===== config.mk =====
export PLATFORM = sky130hd
export DESIGN_NAME = rom_port_arbiter_flat
export DESIGN_NICKNAME = d
export VERILOG_FILES = /design/src/rtl/rom_port_arbiter_if.sv /design/src/rtl/rom_port_arbiter.sv /design/src/flat_wrapper.sv
export SDC_FILE = /design/constraint.sdc
export NUM_CORES = 1
export LEC_CHECK = 0
export CAP_MARGIN = 20
export CORE_ASPECT_RATIO = 1.5
export CORE_UTILIZATION = 45
export CTS_CLUSTER_DIAMETER = 50
export DETAILED_ROUTE_END_ITERATION = 10
export PLACE_DENSITY = 0.89
export SLEW_MARGIN = 20
export SYNTH_ARGS = -nofsm -noshare
export SYNTH_HDL_FRONTEND = slang
export SYNTH_SLANG_ARGS = --single-unit

===== constraint.sdc =====
create_clock -name clk -period 4.25 [get_ports clk]
set_input_delay 0.85 -clock clk [delete_from_list [all_inputs] [get_ports clk]]
set_output_delay 0.85 -clock clk [all_outputs]
set_load 0.1 [all_outputs]

===== src/rtl/rom_port_arbiter_if.sv =====
// rom_port_arbiter_if: requester and ROM signal bundle for rom_port_arbiter
// slave modport (arbiter side): takes req0/addr0, req1/addr1 and mem_data; drives gnt0/gnt1,
// valid0/valid1, rdata, mem_addr, mem_clk and busy. master modport is the mirror image.
interface rom_port_arbiter_if #(
    parameter int ADDR_W = 16,
    parameter int DATA_W = 48
);
    logic              req0;
    logic [ADDR_W-1:0] addr0;
    logic              gnt0;
    logic              valid0;
    logic              req1;
    logic [ADDR_W-1:0] addr1;
    logic              gnt1;
    logic              valid1;
    logic [DATA_W-1:0] rdata;
    logic [ADDR_W-1:0] mem_addr;
    logic              mem_clk;
    logic [DATA_W-1:0] mem_data;
    logic              busy;
    modport slave (
        input  req0, addr0, req1, addr1, mem_data,
        output gnt0, valid0, gnt1, valid1, rdata, mem_addr, mem_clk, busy
    );
    modport master (
        output req0, addr0, req1, addr1, mem_data,
        input  gnt0, valid0, gnt1, valid1, rdata, mem_addr, mem_clk, busy
    );
endinterface


===== src/rtl/rom_port_arbiter.sv =====
// rom_port_arbiter: round-robin two-requester arbiter and access sequencer for the single-port image ROM
// Ports: clk (rising edge), rst (synchronous, active-high); bus (slave modport) carries the two
// requester handshakes (req/addr in, gnt/valid out), shared rdata, the registered ROM address,
// the single-cycle ROM clock pulse, ROM read data and the busy flag. Every output is registered.
module rom_port_arbiter #(
    parameter int          ADDR_W   = 16,
    parameter int          DATA_W   = 48,
    parameter int unsigned MAX_ADDR = 64800,
    parameter int          ROM_LAT  = 1
) (
    input logic               clk,
    input logic               rst,
    rom_port_arbiter_if.slave bus
);
    typedef enum logic [1:0] {IDLE, SETUP, PULSE, WAIT} state_t;
    state_t            state_q, state_d;
    logic [2:0]        cnt_q, cnt_d;
    logic              last_q, last_d;
    logic              owner_q, owner_d;
    logic [ADDR_W-1:0] addr_q, addr_d;
    logic [ADDR_W-1:0] mem_addr_q, mem_addr_d;
    logic              mem_clk_q, mem_clk_d;
    logic [DATA_W-1:0] rdata_q, rdata_d;
    logic              gnt0_q, gnt0_d, gnt1_q, gnt1_d;
    logic              valid0_q, valid0_d, valid1_q, valid1_d;
    logic              busy_q;
    logic              win;
    logic              in_range;
    // requester 1 wins when it is alone, or on a tie when requester 0 was served last
    assign win      = bus.req1 & (~bus.req0 | ~last_q);
    assign in_range = 32'(addr_q) < MAX_ADDR;
    always_comb begin
        state_d    = state_q;
        cnt_d      = cnt_q;
        last_d     = last_q;
        owner_d    = owner_q;
        addr_d     = addr_q;
        mem_addr_d = mem_addr_q;
        mem_clk_d  = 1'b0;
        rdata_d    = rdata_q;
        gnt0_d     = 1'b0;
        gnt1_d     = 1'b0;
        valid0_d   = 1'b0;
        valid1_d   = 1'b0;
        case (state_q)
            IDLE: if (bus.req0 | bus.req1) begin
                state_d = SETUP;
                last_d  = win;
                owner_d = win;
                addr_d  = win ? bus.addr1 : bus.addr0;
                gnt0_d  = ~win;
                gnt1_d  = win;
            end
            SETUP: begin
                // out-of-range accesses keep the old ROM address and never clock the ROM
                state_d    = PULSE;
                mem_clk_d  = in_range;
                mem_addr_d = in_range ? addr_q : mem_addr_q;
            end
            PULSE: begin
                state_d = WAIT;
                cnt_d   = 3'd0;
            end
            WAIT: if (cnt_q == 3'(ROM_LAT - 1)) begin
                state_d  = IDLE;
                rdata_d  = in_range ? bus.mem_data : '0;
                valid0_d = ~owner_q;
                valid1_d = owner_q;
            end else begin
                cnt_d = cnt_q + 3'd1;
            end
            default: state_d = IDLE;
        endcase
    end
    always_ff @(posedge clk) begin
        if (rst) begin
            state_q    <= IDLE;
            cnt_q      <= 3'd0;
            last_q     <= 1'b1;
            owner_q    <= 1'b0;
            addr_q     <= '0;
            mem_addr_q <= '0;
            mem_clk_q  <= 1'b0;
            rdata_q    <= '0;
            gnt0_q     <= 1'b0;
            gnt1_q     <= 1'b0;
            valid0_q   <= 1'b0;
            valid1_q   <= 1'b0;
            busy_q     <= 1'b0;
        end else begin
            state_q    <= state_d;
            cnt_q      <= cnt_d;
            last_q     <= last_d;
            owner_q    <= owner_d;
            addr_q     <= addr_d;
            mem_addr_q <= mem_addr_d;
            mem_clk_q  <= mem_clk_d;
            rdata_q    <= rdata_d;
            gnt0_q     <= gnt0_d;
            gnt1_q     <= gnt1_d;
            valid0_q   <= valid0_d;
            valid1_q   <= valid1_d;
            busy_q     <= state_d != IDLE;
        end
    end
    assign bus.gnt0     = gnt0_q;
    assign bus.gnt1     = gnt1_q;
    assign bus.valid0   = valid0_q;
    assign bus.valid1   = valid1_q;
    assign bus.rdata    = rdata_q;
    assign bus.mem_addr = mem_addr_q;
    assign bus.mem_clk  = mem_clk_q;
    assign bus.busy     = busy_q;
endmodule


===== src/flat_wrapper.sv =====
// flat-port wrapper written by rule: the top's interface ports become plain ports
module rom_port_arbiter_flat 
#(
    parameter int          ADDR_W   = 16,
    parameter int          DATA_W   = 48,
    parameter int unsigned MAX_ADDR = 64800,
    parameter int          ROM_LAT  = 1
)
  (clk, rst, bus_req0, bus_addr0, bus_req1, bus_addr1, bus_mem_data, bus_gnt0, bus_valid0, bus_gnt1, bus_valid1, bus_rdata, bus_mem_addr, bus_mem_clk, bus_busy);
  rom_port_arbiter_if #(.ADDR_W(ADDR_W), .DATA_W(DATA_W)) bus_i ();
  input logic clk;
  input logic rst;
  input wire logic [$bits(bus_i.req0)-1:0] bus_req0;
  input wire logic [$bits(bus_i.addr0)-1:0] bus_addr0;
  input wire logic [$bits(bus_i.req1)-1:0] bus_req1;
  input wire logic [$bits(bus_i.addr1)-1:0] bus_addr1;
  input wire logic [$bits(bus_i.mem_data)-1:0] bus_mem_data;
  output wire logic [$bits(bus_i.gnt0)-1:0] bus_gnt0;
  output wire logic [$bits(bus_i.valid0)-1:0] bus_valid0;
  output wire logic [$bits(bus_i.gnt1)-1:0] bus_gnt1;
  output wire logic [$bits(bus_i.valid1)-1:0] bus_valid1;
  output wire logic [$bits(bus_i.rdata)-1:0] bus_rdata;
  output wire logic [$bits(bus_i.mem_addr)-1:0] bus_mem_addr;
  output wire logic [$bits(bus_i.mem_clk)-1:0] bus_mem_clk;
  output wire logic [$bits(bus_i.busy)-1:0] bus_busy;
  assign bus_i.req0 = bus_req0;
  assign bus_i.addr0 = bus_addr0;
  assign bus_i.req1 = bus_req1;
  assign bus_i.addr1 = bus_addr1;
  assign bus_i.mem_data = bus_mem_data;
  assign bus_gnt0 = bus_i.gnt0;
  assign bus_valid0 = bus_i.valid0;
  assign bus_gnt1 = bus_i.gnt1;
  assign bus_valid1 = bus_i.valid1;
  assign bus_rdata = bus_i.rdata;
  assign bus_mem_addr = bus_i.mem_addr;
  assign bus_mem_clk = bus_i.mem_clk;
  assign bus_busy = bus_i.busy;
  rom_port_arbiter #(.ADDR_W(ADDR_W), .DATA_W(DATA_W), .MAX_ADDR(MAX_ADDR), .ROM_LAT(ROM_LAT)) u_core (.clk(clk), .rst(rst), .bus(bus_i));
endmodule

After elaboration in Yosys (flattened, before gate mapping)
Cells that the tools add are included.
{"block": "totals", "regBits": 93, "inputBits": 84, "output_inout_bits": 70, "word_cells": 49}
{"block": "op_classes", "add_sub_neg": 1, "n_lt_le_gt_ge": 1, "n_eq_ne": 4, "n_mux": 7, "bitwise": 12, "n_reduce_logical": 11}
{"cell": "48-bit 2-to-1 mux", "n": 1}
{"cell": "16-bit less-than comparator (second input constant)", "n": 1}
{"cell": "16-bit 2-to-1 mux", "n": 1}
{"cell": "1-bit inverter", "n": 9}
{"cell": "2-bit case mux with 4 select lines", "n": 1}
{"cell": "2-bit AND reduction", "n": 4}
{"cell": "3-bit case mux with 2 select lines", "n": 1}
{"cell": "3-bit OR reduction", "n": 2}
{"cell": "2-bit == test (second input constant)", "n": 2}
{"cell": "2-bit 2-to-1 mux", "n": 2}
{"cell": "2-bit nonzero test", "n": 2}
{"cell": "3-bit by 1-bit adder with 3-bit output (second input constant)", "n": 1}
{"cell": "3-bit logical NOT", "n": 1}
{"cell": "3-bit 2-to-1 mux", "n": 1}
{"cell": "2-bit by 1-bit == test with 1-bit output (second input constant)", "n": 1}
{"cell": "2-bit logical NOT", "n": 1}
{"cell": "2-bit != test (second input constant)", "n": 1}
{"cell": "1-bit OR", "n": 2}
{"cell": "2-bit OR reduction", "n": 1}
{"cell": "1-bit AND", "n": 1}

Depth between registers and ports, before layout
{"block": "depth", "ltp_word": 4, "ltp_mapped": 7, "depth_no_buf": 5}

Worst setup path after synthesis
Ideal clock, no wire load.
{"block": "synth_path", "path_kind": "input to register", "from": "in bus_req1", "to": "reg u_core.addr_q[10]", "setup_time_ps": 137, "arrival_ps": 1785, "t_required_ps": 4113, "path_slack_ps": 2327, "stages": 5, "n_path_buf": 2, "cell_sequence": "a21boi_0 > buf_2 > buf_2 > mux2i_1 > a211oi_1"}
{"block": "synth_between", "elab_chain_cells": 2, "word_cells_on_any_way": 4, "classes_between": "1 x mux; 2 x bitwise; 1 x reduce/logical"}
{"element": "start: declaration", "line": "flat_wrapper.sv:15", "rtl": "input wire logic [$bits(bus_i.req1)-1:0] bus_req1;"}
{"element": "1-bit AND or 1-bit OR (tied branches)", "line": "rom_port_arbiter.sv:30, rom_port_arbiter.sv:46"}
{"element": "16-bit 2-to-1 mux or 2-bit AND reduction (tied branches)"}
{"element": "end signal: assignment", "line": "rom_port_arbiter.sv:95", "rtl": "addr_q <= addr_d;"}
{"element": "end: declaration", "line": "rom_port_arbiter.sv:20", "rtl": "logic [ADDR_W-1:0] addr_q, addr_d;"}
Parallel ways exist; a longest one is shown, timed or not.
A chain may end at the register's enable or synchronous reset.

Final worst setup path
{"block": "layout_path", "from": "reg u_core.rdata_q[32], in the netlist u_core.bus.rdata[32]", "to": "out bus_rdata[32]"}
{"element": "start: declaration", "line": "rom_port_arbiter.sv:23", "rtl": "logic [DATA_W-1:0] rdata_q, rdata_d;"}
{"element": "start signal: assignment", "line": "rom_port_arbiter.sv:98", "rtl": "rdata_q <= rdata_d;"}
{"element": "end: declaration", "line": "flat_wrapper.sv:22", "rtl": "output wire logic [$bits(bus_i.rdata)-1:0] bus_rdata;"}
No word-level cell between the ends.

==> flow_summary.json <==
{
  "vias_per_cell": 5.454,
  "route.vias.total": 3065,
  "postLayoutCellArea_sq_mm": 0.005364,
  "cp_num_cells": 1,
  "maxCapViolations": 0,
  "cts_tree": "done",
  "arrival_ns": 1.84,
  "overflow": 0,
  "start_util_pct": 46.60,
  "grt_setup_unrepaired": "false",
  "fin_worst_skew_ns": 0.006677,
  "p_seq_share_pct": 42.7,
  "pwr-share-comb_pct": 25.2,
  "async_flop_share_pct": 0,
  "cp_top_family": "buffers and inverters",
  "fin_nets": 542,
  "ys_seq_area_share_pct": 52.49,
  "cts_buffer_depth": 2,
  "maxSlewHeadroom_pct": 30.03,
  "setup_violations": 0,
  "p_leak_nw": 1.972,
  "ys_ff_latch": 93,
  "cellInternalPower_mw": 1.574,
  "drt_iter0_drc": 97,
  "ys_warn_count": 0,
  "reg2reg_from": "u_core.cnt_q[0]",
  "cts_buffers": 9,
  "period_share_pct": 63.34,
  "grt_pass1_vias": 2892,
  "clkLatencyLatePin_ns": 0.33,
  "drv_slew": 0,
  "multi_input_area_sq_mm": 0.001528,
  "synth_area_leader_cell": "dfxtp_1",
  "drtAntennaViolNets": 0,
  "synth_area_sq_mm": 0.003547,
  "hold_class": "flip-flop to flip-flop",
  "status": "finished clean",
  "drt_wl_total_microns": 8710,
  "crit_path_top_delay_cell": "clkdlybuf4s50_1",
  "cts.htree.levels": 3,
  "cts_hold_buffers": 0,
  "placed_cells": 547,
  "worstSetupPathType": "flip-flop to output pin",
  "antenna_cells": 0,
  "tightest_slew_ns": 1.047,
  "startpoint": "u_core.bus.rdata[32]",
  "root_buffer": "clkbuf_16",
  "synth_edf_count": 0,
  "worstSetupStartpointType": "flip-flop",
  "end_kind": "output pin",
  "crit_end": "bus_rdata[32]",
  "syn_avg_cell_area_sq_um": 11.05,
  "min_period_ns": 2.692,
  "ir_worst_vdd_v": 0.0002963,
  "die-area_sq_mm": 0.008249,
  "hold_ws_ns": 0.4455,
  "rr_endpoint": "u_core.bus.rdata[12]",
  "die_h_microns": 110.7,
  "synth.area.top_cells": "dfxtp_1 52%, a32o_1 14%, mux2i_1 8.5%, nand2b_1 5.3%, a211oi_1 3.4%",
  "synth_top_area_share_pct": 52.49,
  "rrSetupSlack_ns": 2.11,
  "path_cells": "clkdlybuf4s50_1",
  "clock-sinks": 93,
  "cts_setup_buffers": 0,
  "p_clk_share_pct": 32.1,
  "crit_buf_inv": 1,
  "placed_cell_area_sq_mm": 0.005085,
  "die_w_microns": 74.49,
  "gp_congestion": 0.7192,
  "p_per_area_mw_per_mm2": 426.2,
  "drive_gt1_share_pct": 5.652,
  "track_usage_pct": 21.73,
  "switching_power_mw": 0.7121,
  "synth_most_common_cell": "dfxtp_1",
  "antenna_found_initial": 0,
  "ys.flop_type": "dfxtp_1",
  "rows": 39,
  "setup_tns_ns": 0,
  "critPathRequiredTime_ns": 3.40,
  "portBuffers": 153,
  "switching_share_pct": 31.15,
  "max_freq_mhz": 371.5,
  "seq_area_sq_mm": 0.001862,
  "drc": 0,
  "grt_pass1_wl_microns": 13830,
  "io_pins": 154,
  "synthCells": 321,
  "synthTopCellsByCount": "93 x dfxtp_1, 48 x a32o_1, 30 x mux2i_1, 30 x nand2b_1, 22 x a21oi_1",
  "max_stage_delay_ns": 1.15,
  "synth_cell_type_count": 33,
  "crit_path_max_fanout": 2,
  "wl_per_cell_microns": 15.50,
  "drtPass1Iterations": 4,
  "grt_max_degree": 61,
  "final_cells": 562,
  "reg2reg_depth": 5,
  "fillers": 563,
  "syn2layout_area_growth_pct": 51.22,
  "dp_hpwl_microns": 6260,
  "cts_resized": 0,
  "path_clk_slew_ns": 0.06,
  "core_area_sq_mm": 0.007612,
  "hold_viol": 0,
  "syn-num-nets": 407
}
-- power by group through the flow --
stage               Sequential (mW)  Combinational [mW]  Clock, mW
floorplan                      1.22               0.175          0
global placement              0.991               0.569          0
detailed placement            0.994               0.578          0
CTS                           0.975               0.580      0.750
global route                  0.983               0.606      0.793
finish                        0.975               0.576      0.735
-- cell type report --
class | count | share of cell area, %
sequential | 93 | 34.71
timing repair buffer | 155 | 28.74
multi-input combinational | 190 | 28.48
clock buffer | 14 | 5.108
tap | 102 | 2.379
inverter | 7 | 0.4899
clock inverter | 1 | 0.09331
-- metal layers --
metal | up-vias | GRT usage [%] | part of all wire [%]
li1 | 1477 | - | -
met1 | 1463 | 23.23 | 38
met2 | 116 | 39.70 | 53
met3 | 9 | 5.545 | 7.6
met4 | 0 | 7.170 | 1.3
met5 | - | 0 | 0
-- state kept, by name (all words and copies together), names as in the netlist --
signal and flops:
u_core.addr_q 16, u_core.bus.valid1 1, u_core.last_q 1, u_core.state_q 2, u_core.cnt_q 3, u_core.bus.gnt0 1, u_core.bus.valid0 1, u_core.bus.rdata 48
u_core.bus.mem_clk 1, u_core.bus.busy 1, u_core.owner_q 1, u_core.bus.mem_addr 16, u_core.bus.gnt1 1
-- kinds of logic after synthesis --
group                    synth area share [%]
AO/OA/AOI/OAI                           22.86
multiplexers                            8.466
adder cells (fa/ha/maj)                0.7054
flip-flops                              52.49
buffers and inverters                   5.044
AND/OR/NAND/NOR                         10.44
-- worst min path at each step --
stage                         startpoint                end  slack, ns  cells after the start
after global placement    u_core.owner_q  u_core.bus.valid0       0.44                      1
final                     u_core.owner_q  u_core.bus.valid0       0.45                      1
after detailed placement  u_core.owner_q  u_core.bus.valid0       0.44                      1
after global routing      u_core.owner_q  u_core.bus.valid0       0.47                      1
after CTS                 u_core.owner_q  u_core.bus.valid0       0.45                      1
after floorplan           u_core.owner_q  u_core.bus.valid0       0.41                      1
-- layout by cell type (no fill, tap or decap), types with 4 or more instances in the layout --
| master | synthesis | layout |
|---|---|---|
| nand2b_1 | 30 | 30 |
| a21oi_1 | 22 | 22 |
| o21ai_0 | 4 | 4 |
| a32o_1 | 48 | 48 |
| nand2_1 | 5 | 5 |
| clkdlybuf4s50_1 | 0 | 152 |
| clkbuf_16 | 0 | 9 |
| nor2_1 | 8 | 6 |
| inv_1 | 7 | 7 |
| dfxtp_1 | 93 | 93 |
| a211oi_1 | 16 | 16 |
| mux2i_1 | 30 | 30 |
-- per-stage QoR --
stage / total power [mW] / setup slack (ns) / utilization, %
2_1_floorplan: 1.392 / 2.327 / -
5_1_grt: 2.383 / 1.501 / 70.46
6_report: 2.286 / 1.558 / 70.46
3_3_place_gp: 1.560 / 1.709 / 66.77
3_5_place_dp: 1.572 / 1.644 / 66.80
4_1_cts: 2.305 / 1.543 / 70.46
No activity file was read; power rests on OpenSTA's default activity.
